File: src/rtl/cl_pkg.sv
// ============================================================================
// Module   : cl_pkg
// Purpose  : Shared constants and helpers for the bit-serial logic-cell
//            sequencer (operation codes, FSM encoding, default width,
//            counter-width helper).
// Ports    : none (package)
// Revision : 1.0  initial release
// ============================================================================
`default_nettype none

package cl_pkg;

  // Operation select presented to the single-bit logic cell.
  typedef logic [1:0] cl_op_t;

  localparam cl_op_t OP_AND = 2'b00;
  localparam cl_op_t OP_OR  = 2'b01;
  localparam cl_op_t OP_XOR = 2'b10;
  localparam cl_op_t OP_NOT = 2'b11;

  // Sequencer FSM encoding.
  localparam logic [1:0] S_IDLE = 2'b00;
  localparam logic [1:0] S_RUN  = 2'b01;
  localparam logic [1:0] S_DONE = 2'b10;

  // Default operand/result width.
  localparam int CL_N = 8;

  // Bit counter width: enough to count 0 .. n-1.
  function automatic int cl_cnt_width(input int n);
    return (n < 2) ? 1 : $clog2(n);
  endfunction

endpackage : cl_pkg

`default_nettype wire

File: src/rtl/cl_serial_seq_shift_reg_n.sv
// ============================================================================
// Module   : shift_reg_n
// Purpose  : N-bit right-shifting register with parallel load, shift enable
//            and serial input entering at the MSB. Load has priority over
//            shift.
// Ports    : clk      - clock, rising edge
//            reset    - asynchronous active-high reset (clears to 0)
//            load     - parallel load strobe
//            load_val - parallel load value
//            shift_en - shift right by one, sin enters at bit N-1
//            sin      - serial input
//            q        - register contents
// Revision : 1.0  initial release
// ============================================================================
`default_nettype none

module shift_reg_n #(
  parameter int N = 8
) (
  input  logic         clk,
  input  logic         reset,
  input  logic         load,
  input  logic [N-1:0] load_val,
  input  logic         shift_en,
  input  logic         sin,
  output logic [N-1:0] q
);

  logic [N-1:0] r_q;

  always_ff @(posedge clk or posedge reset) begin
    if (reset) begin
      r_q <= '0;
    end else if (load) begin
      r_q <= load_val;
    end else if (shift_en) begin
      r_q <= {sin, r_q[N-1:1]};
    end
  end

  assign q = r_q;

endmodule : shift_reg_n

`default_nettype wire

File: src/rtl/cl_serial_seq.sv
// ============================================================================
// Module   : cl_serial_seq
// Purpose  : Bit-serial sequencer for a single-bit combinational logic cell.
//            Latches two N-bit operands and an operation on start, presents
//            one bit pair per cycle (LSB first) to the cell and shifts the
//            cell's result bit into an N-bit result register. Completion is
//            signalled by a one-cycle done pulse.
// Options  : `define CL_SEQ_PARITY_EN adds a parity output equal to the XOR
//            of all result bits (valid with done, held until next start).
// Ports    : clk    - clock, rising edge
//            reset  - asynchronous active-high reset
//            start  - request pulse (accepted in IDLE, or in DONE for
//                     back-to-back operation)
//            op     - 00 AND, 01 OR, 10 XOR, 11 NOT a
//            opa    - operand A
//            opb    - operand B
//            cl_a   - A bit to the logic cell
//            cl_b   - B bit to the logic cell
//            cl_s   - operation select to the logic cell
//            cl_out - combinational result bit from the logic cell
//            busy   - high in RUN and DONE
//            done   - one-cycle completion pulse
//            result - assembled result, held until next accepted start
//            zero   - result == 0, valid with done, held with result
//            parity - (CL_SEQ_PARITY_EN only) XOR of result bits
// Revision : 1.0  initial release
// ============================================================================
`default_nettype none

module cl_serial_seq
  import cl_pkg::*;
#(
  parameter int N = CL_N
) (
  input  logic         clk,
  input  logic         reset,
  input  logic         start,
  input  logic [1:0]   op,
  input  logic [N-1:0] opa,
  input  logic [N-1:0] opb,
  output logic         cl_a,
  output logic         cl_b,
  output logic [1:0]   cl_s,
  input  logic         cl_out,
  output logic         busy,
  output logic         done,
  output logic [N-1:0] result,
  output logic         zero
`ifdef CL_SEQ_PARITY_EN
  ,
  output logic         parity
`endif
);

  localparam int             CW         = cl_cnt_width(N);
  localparam logic [CW-1:0]  c_last_cnt = CW'(N - 1);
  localparam logic [CW-1:0]  c_cnt_one  = CW'(1);

  logic [1:0]    r_state;
  logic [CW-1:0] r_cnt;
  cl_op_t        r_sop;
  logic          r_zero;

  logic [N-1:0]  w_sa_q;
  logic [N-1:0]  w_sb_q;
  logic [N-1:0]  w_res_q;
  logic [N-1:0]  w_res_next;
  logic          w_run;
  logic          w_last;
  logic          w_accept;

  assign w_run  = (r_state == S_RUN);
  assign w_last = w_run && (r_cnt == c_last_cnt);

  // A new request is taken in IDLE and also in DONE: accepting in DONE is
  // what gives one operation per N+1 cycles when start is held high.
  assign w_accept = start && ((r_state == S_IDLE) || (r_state == S_DONE));

  // Value the result register takes at this edge while running; used to
  // resolve the zero flag on the final capture edge.
  assign w_res_next = {cl_out, w_res_q[N-1:1]};

  // --------------------------------------------------------------------------
  // FSM and bit counter
  // --------------------------------------------------------------------------
  always_ff @(posedge clk or posedge reset) begin
    if (reset) begin
      r_state <= S_IDLE;
      r_cnt   <= '0;
      r_sop   <= OP_AND;
      r_zero  <= 1'b0;
    end else begin
      case (r_state)
        S_IDLE, S_DONE: begin
          if (start) begin
            r_state <= S_RUN;
            r_cnt   <= '0;
            r_sop   <= op;
            r_zero  <= 1'b0;
          end else begin
            r_state <= S_IDLE;
          end
        end
        S_RUN: begin
          r_cnt <= r_cnt + c_cnt_one;
          if (w_last) begin
            r_state <= S_DONE;
            r_cnt   <= '0;
            r_zero  <= (w_res_next == '0);
          end
        end
        default: begin
          r_state <= S_IDLE;
          r_cnt   <= '0;
        end
      endcase
    end
  end

  // --------------------------------------------------------------------------
  // Operand and result shift registers
  // --------------------------------------------------------------------------
  shift_reg_n #(.N(N)) u_sa (
    .clk      (clk),
    .reset    (reset),
    .load     (w_accept),
    .load_val (opa),
    .shift_en (w_run),
    .sin      (1'b0),
    .q        (w_sa_q)
  );

  shift_reg_n #(.N(N)) u_sb (
    .clk      (clk),
    .reset    (reset),
    .load     (w_accept),
    .load_val (opb),
    .shift_en (w_run),
    .sin      (1'b0),
    .q        (w_sb_q)
  );

  // Result is cleared on an accepted start and fills from the MSB end, so
  // after N captures bit i holds the cell output for operand bit i.
  shift_reg_n #(.N(N)) u_res (
    .clk      (clk),
    .reset    (reset),
    .load     (w_accept),
    .load_val ({N{1'b0}}),
    .shift_en (w_run),
    .sin      (cl_out),
    .q        (w_res_q)
  );

  // Only bit 0 of each operand register feeds the cell.
  logic w_unused;
  assign w_unused = ^{w_sa_q[N-1:1], w_sb_q[N-1:1]};

  // --------------------------------------------------------------------------
  // Optional parity accumulator
  // --------------------------------------------------------------------------
`ifdef CL_SEQ_PARITY_EN
  logic r_parity;

  always_ff @(posedge clk or posedge reset) begin
    if (reset) begin
      r_parity <= 1'b0;
    end else if (w_accept) begin
      r_parity <= 1'b0;
    end else if (w_run) begin
      r_parity <= r_parity ^ cl_out;
    end
  end

  assign parity = r_parity;
`endif

  // --------------------------------------------------------------------------
  // Outputs: cell drive is gated to 0 outside RUN; all sources are flops so
  // the cell inputs are stable for the whole cycle.
  // --------------------------------------------------------------------------
  assign cl_a   = w_run & w_sa_q[0];
  assign cl_b   = w_run & w_sb_q[0];
  assign cl_s   = w_run ? r_sop : 2'b00;
  assign busy   = (r_state == S_RUN) || (r_state == S_DONE);
  assign done   = (r_state == S_DONE);
  assign result = w_res_q;
  assign zero   = r_zero;

endmodule : cl_serial_seq

`default_nettype wire
File: config.mk
export PLATFORM = sky130hd
export DESIGN_NAME = cl_serial_seq
export DESIGN_NICKNAME = d
export VERILOG_FILES = /design/src/rtl/cl_pkg.sv /design/src/rtl/cl_serial_seq_shift_reg_n.sv /design/src/rtl/cl_serial_seq.sv
export SDC_FILE = /design/constraint.sdc
export NUM_CORES = 1
export LEC_CHECK = 0
export ABC_AREA = 0
export CAP_MARGIN = 20
export CORE_ASPECT_RATIO = 0.7
export CORE_MARGIN = 1
export CORE_UTILIZATION = 31
export CTS_CLUSTER_DIAMETER = 60
export DETAILED_ROUTE_END_ITERATION = 8
export MAX_ROUTING_LAYER = met4
export PLACE_DENSITY_LB_ADDON = 0.1
export SYNTH_ARGS = -nofsm -noshare
export SYNTH_HDL_FRONTEND = slang
export SYNTH_SLANG_ARGS = --single-unit
File: constraint.sdc
create_clock -name clk -period 3.9 [get_ports clk]
set_input_delay 0.585 -clock clk [delete_from_list [all_inputs] [get_ports clk]]
set_output_delay 0.585 -clock clk [all_outputs]
set_load 0.02 [all_outputs]
Word-level counts from Yosys, hierarchy flattened
Index checks and enable logic that the tools add are counted.

operators by class
  add/sub/neg operators = 1
  eq/ne operators = 5
  reduce and logical (&&, ||, !) cells = 11
  bitwise gates (word level) = 2
  mux-type cells = 16

operators by type and width
  kind                                                 number
  2-to-1 mux 8 bit                                     6
  zero test 8 bit                                      1
  2-to-1 mux 3 bit                                     2
  case mux 3 bit (2 select lines)                      1
  2-to-1 mux 2 bit                                     2
  case mux 2 bit (2 select lines)                      1
  nonzero test 2 bit                                   2
  adder 3 x 1 -> 3 bit, second input constant          1
  equality test 3 bit, second input constant           1
  2-to-1 mux 1 bit                                     3
  AND reduction 3 bit                                  1
  bitwise AND 1 bit                                    2
  equality test 2 x 1 -> 1 bit, second input constant  1
  equality test 2 bit, second input constant           1
  logical AND 1 bit                                    2
  zero test 2 bit                                      1
  logical OR 1 bit                                     2
  != test 2 x 1 -> 1 bit, second input constant        1
  != test 2 bit, second input constant                 1
  case mux 1 bit (2 select lines)                      1
  AND reduction 2 bit                                  1
  OR reduction 2 bit                                   1

storage, ports and cells
  register bits = 32
  output and inout port bits = 15
  word-level logic and storage cells = 42

Logic depth before layout (Yosys ltp)
Gate-level depths: netlist (run 1).

  depth in word-level cells = 4
  depth in mapped cells = 6
  gate-level depth less buffers = 5

By module
A second synthesis (run 1) with hierarchy kept.

unflattened totals
  cell total of the unflattened synthesis = 151
  area, all modules = 1,595.3 um^2

by module, submodules not included
  module         seq. area each (um^2)  times used  area each (um^2)  cells each
  shift_reg_n    200.2                  3           376.6             35
  cl_serial_seq  200.2                  1           465.4             46

Worst setup path after synthesis (run 1)
No wires, ideal clock.

  path type = register -> output
  start point = register r_state[1]
  end point = output port cl_a
  data arrival time = 1.095 ns
  setup slack = 2.220 ns
  stages on the path, launching flop included = 6
  buffers on the path = 2
  cell sequence = dfrtp_1 -> inv_1 -> ha_1 -> buf_4 -> buf_4 -> and2_1

between the ends
  longest elaborated chain between the ends = 2

RTL lines
  item                          line                  source
  start, declared               cl_serial_seq.sv:59   logic [1:0] r_state;
  start signal, assigned        cl_serial_seq.sv:88   r_state <= S_IDLE;
  start signal, assigned        cl_serial_seq.sv:96   r_state <= S_RUN;
  start signal, assigned        cl_serial_seq.sv:101  r_state <= S_IDLE;
  equality test 2 x 1 -> 1 bit  cl_serial_seq.sv:72   assign w_run = (r_state == S_RUN);
  bitwise AND 1 bit             cl_serial_seq.sv:182  assign cl_a = w_run & w_sa_q[0];
  end, declared                 cl_serial_seq.sv:41   output logic cl_a,

No other way between the ends.

Final worst setup path (run 1)
  start point = register r_state[1]
  end point = output port cl_s[0]

between the ends
  longest elaborated chain between the ends = 2

RTL lines
  item                          line                  source
  equality test 2 x 1 -> 1 bit  cl_serial_seq.sv:72
  2-to-1 mux 2 bit              cl_serial_seq.sv:184  assign cl_s = w_run ? r_sop : 2'b00;
  end, declared                 cl_serial_seq.sv:43   output logic [1:0] cl_s,

No other way between the ends.

==> impl_metrics.ini, run 1 <==
[place]
io_buffers = 36
place_area_sq_um = 1940
place.gp.congestion = 0.689
hpwl_um = 2180
pre_cts_slack_ps = 1310
dp_cells = 245

[timing]
max_clock_freq_ghz = 0.349
finalSetupTns_ps = 0
skew_ps = 1.84
tightestPinTransition_ps = 775
worst_hold_slack_ps = 476
rsz0062_at_grt = no
fin_crit_sh_pct = 73.5
timing_hold_violations_final = 0
setup_viol = 0
setup_ws_ps = 1030
finalCriticalPeriod_ps = 2870
relSlewSlack_pct = 48.3
drv_slew = 0

[synthesis]
synthCells = 145
yosysUniqueCellTypes = 23
yosysSeqAreaShare_pct = 51.5
yosysWarnings = 0
netlist_area_sq_um = 1550
synth-seq-cells = 32
synth.avg_cell_area_sq_um = 10.7
synth_nets = 172

[grt]
antenna_found_initial = 0
overflow = 0
grt_max_degree = 42
grt_pass1_vias = 1206
grt_pass1_wl_um = 5410
grt_usage_pct = 14.2

[floorplanning]
fp.coreArea_sq_um = 4810
rows = 21
chipWidth_um = 86.6
die_height_um = 61.2
initial_utilization_pct = 32.3
dieArea_sq_um = 5300
io_pins = 37

[clocking]
post_cts_resized = 0
cts_max_level = 2
clkTransAtPathRegs_ps = 60
clockRootBuffer = clkbuf_8
cts_setup_buffers = 0
clk_latency_ps = 280
cts.sinks = 32
cts_hold_buf = 0
cts_tree = yes
cts_buffer_depth = 2
numCtsBuffers = 5

[worst_setup_path]
crit_path_end_kind = output port
crit_family = buffers and inverters
max_stage_delay_ps = 660
worstPathCellList = inv_1 > ha_1 > and2_1 > clkdlybuf4s50_1
path_buf_inv = 2
critical_path_class = flip-flop to output port
startpoint_type = flip-flop
crit_required_ps = 3310
critical_path_arrival_ps = 2280
cp_slowest_cell = ha_1
path_max_fanout = 17

[drt]
drt-initial-drc-count = 69
drt-pass1-iter-count = 4
routed_via_density = 4.40
wl_per_cell_um = 12.4
drc = 0
ant_nets = 0
drt_wl_total_um = 3130
vias = 1113

[power]
pwr-share-clk_pct = 20.1
p_sw_mw = 0.446
leakagePower_nw = 0.903
power_frac_comb_pct = 39.4
p_seq_share_pct = 40.5
sw_frac_of_total_pct = 34.9
intPower_mw = 0.832
power_mw = 1.28
p_per_area_nw_per_um2 = 630
vdd_drop_max_mv = 0.238

[layout]
post-route-util_pct = 42.2
final_nets = 210
antenna_cells = 0
stdcell_area_sq_um = 2030
multi_input_area_sq_um = 656
drive_gt1_share_pct = 6.52
fin_cells = 253
area_growth_syn_to_layout_pct = 30.7
register_area_sq_um = 801
fillCellCount = 483

[run_status]
status = completed

[flow_run]
drv_cap = 0

[min_path]
hold_path.class = flip-flop to flip-flop
-- per-layer routing --
metal	GRT usage [%]	routed length, um	vias up
li1	-	-	564
met1	17.3	1580	518
met2	22.2	1350	26
met3	4.16	148	5
met4	6.43	48	0
met5	-	0	-
-- registers in the layout, indices dropped and copies added, names as in the netlist --
name and count:
u_res.q 8, u_sa.q 8, u_sb.q 8, r_cnt 3
r_sop 2, r_state 2, zero 1
-- kinds of logic after synthesis --
group           synth area share (%)
buf+inv                         6.28
mux                             14.2
compound gates                  9.34
fa+ha+maj                       4.03
simple gates                    14.7
flops                           51.5
-- power groups by stage --
stage | clock, mW | combinational, mW | sequential [mW]
after CTS | 0.269 | 0.516 | 0.518
after floorplan | 0 | 0.389 | 0.518
after detailed placement | 0 | 0.513 | 0.524
after global placement | 0 | 0.503 | 0.520
after global routing | 0.281 | 0.562 | 0.534
final | 0.257 | 0.504 | 0.518
-- worst reg2reg max path: cells and delay by family (launching register included) --
family,cells,cell delay (ps)
fa+ha+maj,1,660
compound gates,2,250
simple gates,1,240
buf+inv,2,450
flops,1,410
-- Yosys cell counts --
master	number	area (sq um)
a21o_1	1	7.51
and2_1	4	25.0
buf_4	2	15.0
buf_6	6	67.6
dfrtp_1	32	801
ha_1	5	62.6
inv_1	4	15.0
mux2i_1	22	220
nand2_1	28	105
nand2b_1	1	6.26
nand3b_1	3	22.5
nor2_1	8	30.0
nor2b_1	2	12.5
nor3_1	1	5.00
nor4_1	1	6.26
nor4b_2	1	15.0
o21a_1	1	7.51
o21a_2	1	8.76
o21ai_0	4	20.0
o21ai_1	15	75.1
o21ba_2	1	10.0
o2bb2ai_1	1	8.76
o31ai_1	1	7.51
-- placed cells by master, fill, tap and decap left out --
master           instances
clkdlybuf4s50_1         36
dfrtp_1                 32
nand2_1                 28
mux2i_1                 22
o21ai_1                 15
nor2_1                   8
clkbuf_8                 6
ha_1                     5
o21ai_0                  4
inv_1                    4
and2_1                   4
nand3b_1                 3
buf_4                    3
nor2b_1                  2
clkbuf_1                 2
o21a_2                   1
nand2b_1                 1
nor4b_2                  1
nor4_1                   1
o2bb2ai_1                1
o21ba_2                  1
o31ai_1                  1
o21a_1                   1
nor3_1                   1
a21o_1                   1
-- path summary, 6_finish.rpt --
path / startpoint / depth (start not counted) / slack, ps / end
worst max register to register: r_state[1]$_DFFE_PP0P_ / 6 / 1830 / zero$_DFFE_PP0P_
worst max-delay path: r_state[1]$_DFFE_PP0P_ / 4 / 1030 / cl_s[0]
min in group asynchronous: reset / 3 / 710 / u_res.q[3]$_DFFE_PP0P_
worst min register to register: r_sop[1]$_DFFE_PP0P_ / 2 / 480 / r_sop[1]$_DFFE_PP0P_
worst min-delay path: r_sop[1]$_DFFE_PP0P_ / 2 / 480 / r_sop[1]$_DFFE_PP0P_
max in group asynchronous: reset / 3 / 2880 / u_sa.q[7]$_DFFE_PP0P_
-- cell type report --
cell class / instances / share of cell area, %
inverter: 4 / 0.739
clock buffer: 8 / 4.44
timing repair buffer: 39 / 18.9
multi-input combinational: 101 / 32.3
tap: 69 / 4.25
sequential: 32 / 39.4
(Power assumes the default switching activity.)
==> run 2, diff against run 1 <==
==> constraint.sdc (replaced) <==
create_clock -name clk -period 2.3 [get_ports clk]
set_input_delay 0.345 -clock clk [delete_from_list [all_inputs] [get_ports clk]]
set_output_delay 0.345 -clock clk [all_outputs]
set_load 0.02 [all_outputs]
==> run 2 against run 1 <==
  * Utilization rose by 0.73 points
  * Clock skew up 5.6 ps
  * Via count is 2.0% higher
  * Highest routed layer unchanged
  * Worst setup slack worse by 860 ps
  * Cell area increased by 1.7%
  * Clock power is 53% higher
  * Power increased by 70%
  * Combinational power grew 79%
  * Register-to-register slack got worse by 1100 ps
  * Worst hold slack got worse by 7.9 ps
  * Critical endpoint is now cl_s[1]
  * First-iteration DRC count is 54% lower
  * Routed wire length decreased by 1.6%
==> impl_metrics.ini, run 2 (synthesis results as in run 1) <==
[run_status]
status = completed

[worst_setup_path]
critical_path_arrival_ps = 1790
max_stage_delay_ps = 600
path_max_fanout = 9
worstPathCellList = inv_1 > ha_4 > and2_1 > clkdlybuf4s50_1
crit_required_ps = 1960
startpoint_type = flip-flop
crit_path_end_kind = output port
cp_slowest_cell = clkdlybuf4s50_1
critical_path_class = flip-flop to output port

[clocking]
clkTransAtPathRegs_ps = 60
numCtsBuffers = 5
clockRootBuffer = clkbuf_8
cts_hold_buf = 0
cts_max_level = 2
cts.sinks = 32
cts_buffer_depth = 2
cts_tree = yes
clk_latency_ps = 270

[grt]
overflow = 0
grt_max_degree = 33
antenna_found_initial = 0
grt_usage_pct = 13.5
grt_pass1_vias = 1118
grt_pass1_wl_um = 5130

[drt]
drc = 0
drt-pass1-iter-count = 4
drt-initial-drc-count = 32
vias = 1135
drt_wl_total_um = 3070
wl_per_cell_um = 12.1
ant_nets = 0
routed_via_density = 4.45

[layout]
final_cell_mix = clkdlybuf4s50_1, dfrtp_1, nand2_1
drive_gt1_share_pct = 8.60
area_growth_syn_to_layout_pct = 32.9
mostFrequentLayoutCell = clkdlybuf4s50_1
fin_cells = 255
final_nets = 213
antenna_cells = 0
stdcell_area_sq_um = 2070

[timing]
skew_ps = 7.42
setup_viol = 0
finalCriticalPeriod_ps = 2130
rsz0062_at_grt = no
finalSetupTns_ps = 0
drv_slew = 0
timing_hold_violations_final = 0
fin_crit_sh_pct = 92.7
tightestPinTransition_ps = 524
max_clock_freq_ghz = 0.469
relSlewSlack_pct = 64.7

[power]
vdd_drop_max_mv = 0.459
p_per_area_nw_per_um2 = 1050
leakagePower_nw = 0.919

[floorplanning]
io_pins = 37
rows = 21
chipWidth_um = 86.6
die_height_um = 61.2
fp.coreArea_sq_um = 4810
dieArea_sq_um = 5300
initial_utilization_pct = 32.3

[min_path]
hold_path.class = primary input to async pin

[flow_run]
drv_cap = 0

[place]
place.gp.congestion = 0.745
io_buffers = 36
dp_cells = 248
place_area_sq_um = 1980
hpwl_um = 2200
-- run 2: path summary, 6_finish.rpt --
| path | from | to | slack (ps) | depth (start not counted) |
|---|---|---|---|---|
| max | r_state[1]$_DFFE_PP0P_ | cl_s[1] | 170 | 4 |
| min | reset | u_res.q[0]$_DFFE_PP0P_ | 470 | 3 |
| max reg2reg | r_state[0]$_DFFE_PP0P_ | u_sa.q[5]$_DFFE_PP0P_ | 710 | 6 |
| min reg2reg | r_sop[1]$_DFFE_PP0P_ | r_sop[1]$_DFFE_PP0P_ | 470 | 2 |
| max in group asynchronous | reset | u_sa.q[6]$_DFFE_PP0P_ | 1530 | 3 |
| min in group clk | r_sop[1]$_DFFE_PP0P_ | r_sop[1]$_DFFE_PP0P_ | 470 | 2 |
-- run 2: power breakdown --
group / internal [mW] / total (mW) / leakage [nW] / switching (mW)
Clock: 0.205 / 0.394 / 0.0410 / 0.188
Sequential: 0.757 / 0.881 / 0.414 / 0.124
Combinational: 0.454 / 0.902 / 0.464 / 0.449
-- run 2: cell type report --
type	count	area (sq um)
clock buffers	6	72.6
clock inverters	1	5.00
fillers	483	2740
inverters	4	15.0
multi-input cells	101	668
flip-flops and latches	32	801
well taps	69	86.3
repair buffers	42	418
-- run 2: worst max-delay path, delay by kind of cell (launching register included) --
| kind | cells | cell delay (ps) |
|---|---|---|
| buffers and inverters | 2 | 730 |
| and+or+nand+nor | 1 | 150 |
| adders and majority gates | 1 | 210 |
| DFF | 1 | 420 |
-- run 2: timing repair --
item,4_1_cts,5_1_grt
resized for setup,1,1
setup endpoints to repair,4,2
pin swaps,0,0
gates cloned,0,0
buffers inserted,0,0
-- run 2: routing by layer --
layer  GRT usage, %  vias up  wire length [um]  share of wire, %
li1               -      574                 -                 -
met1           16.9      530              1580                51
met2           20.2       25              1300                42
met3           4.69        6               149               4.8
met4           5.48        0                39               1.3
met5              -        -                 0                 0
-- run 2: per-stage QoR --
stage               hold slack, ps  util, %  worst slack, ps  power (mW)
finish                         468     43.0              168        2.18
global route                   490     43.0             81.0        2.34
CTS                            474     42.8             54.0        2.20
detailed placement             459     41.1              252        1.79
global placement               457     41.1              279        1.77
floorplan                      437        -              860        1.54
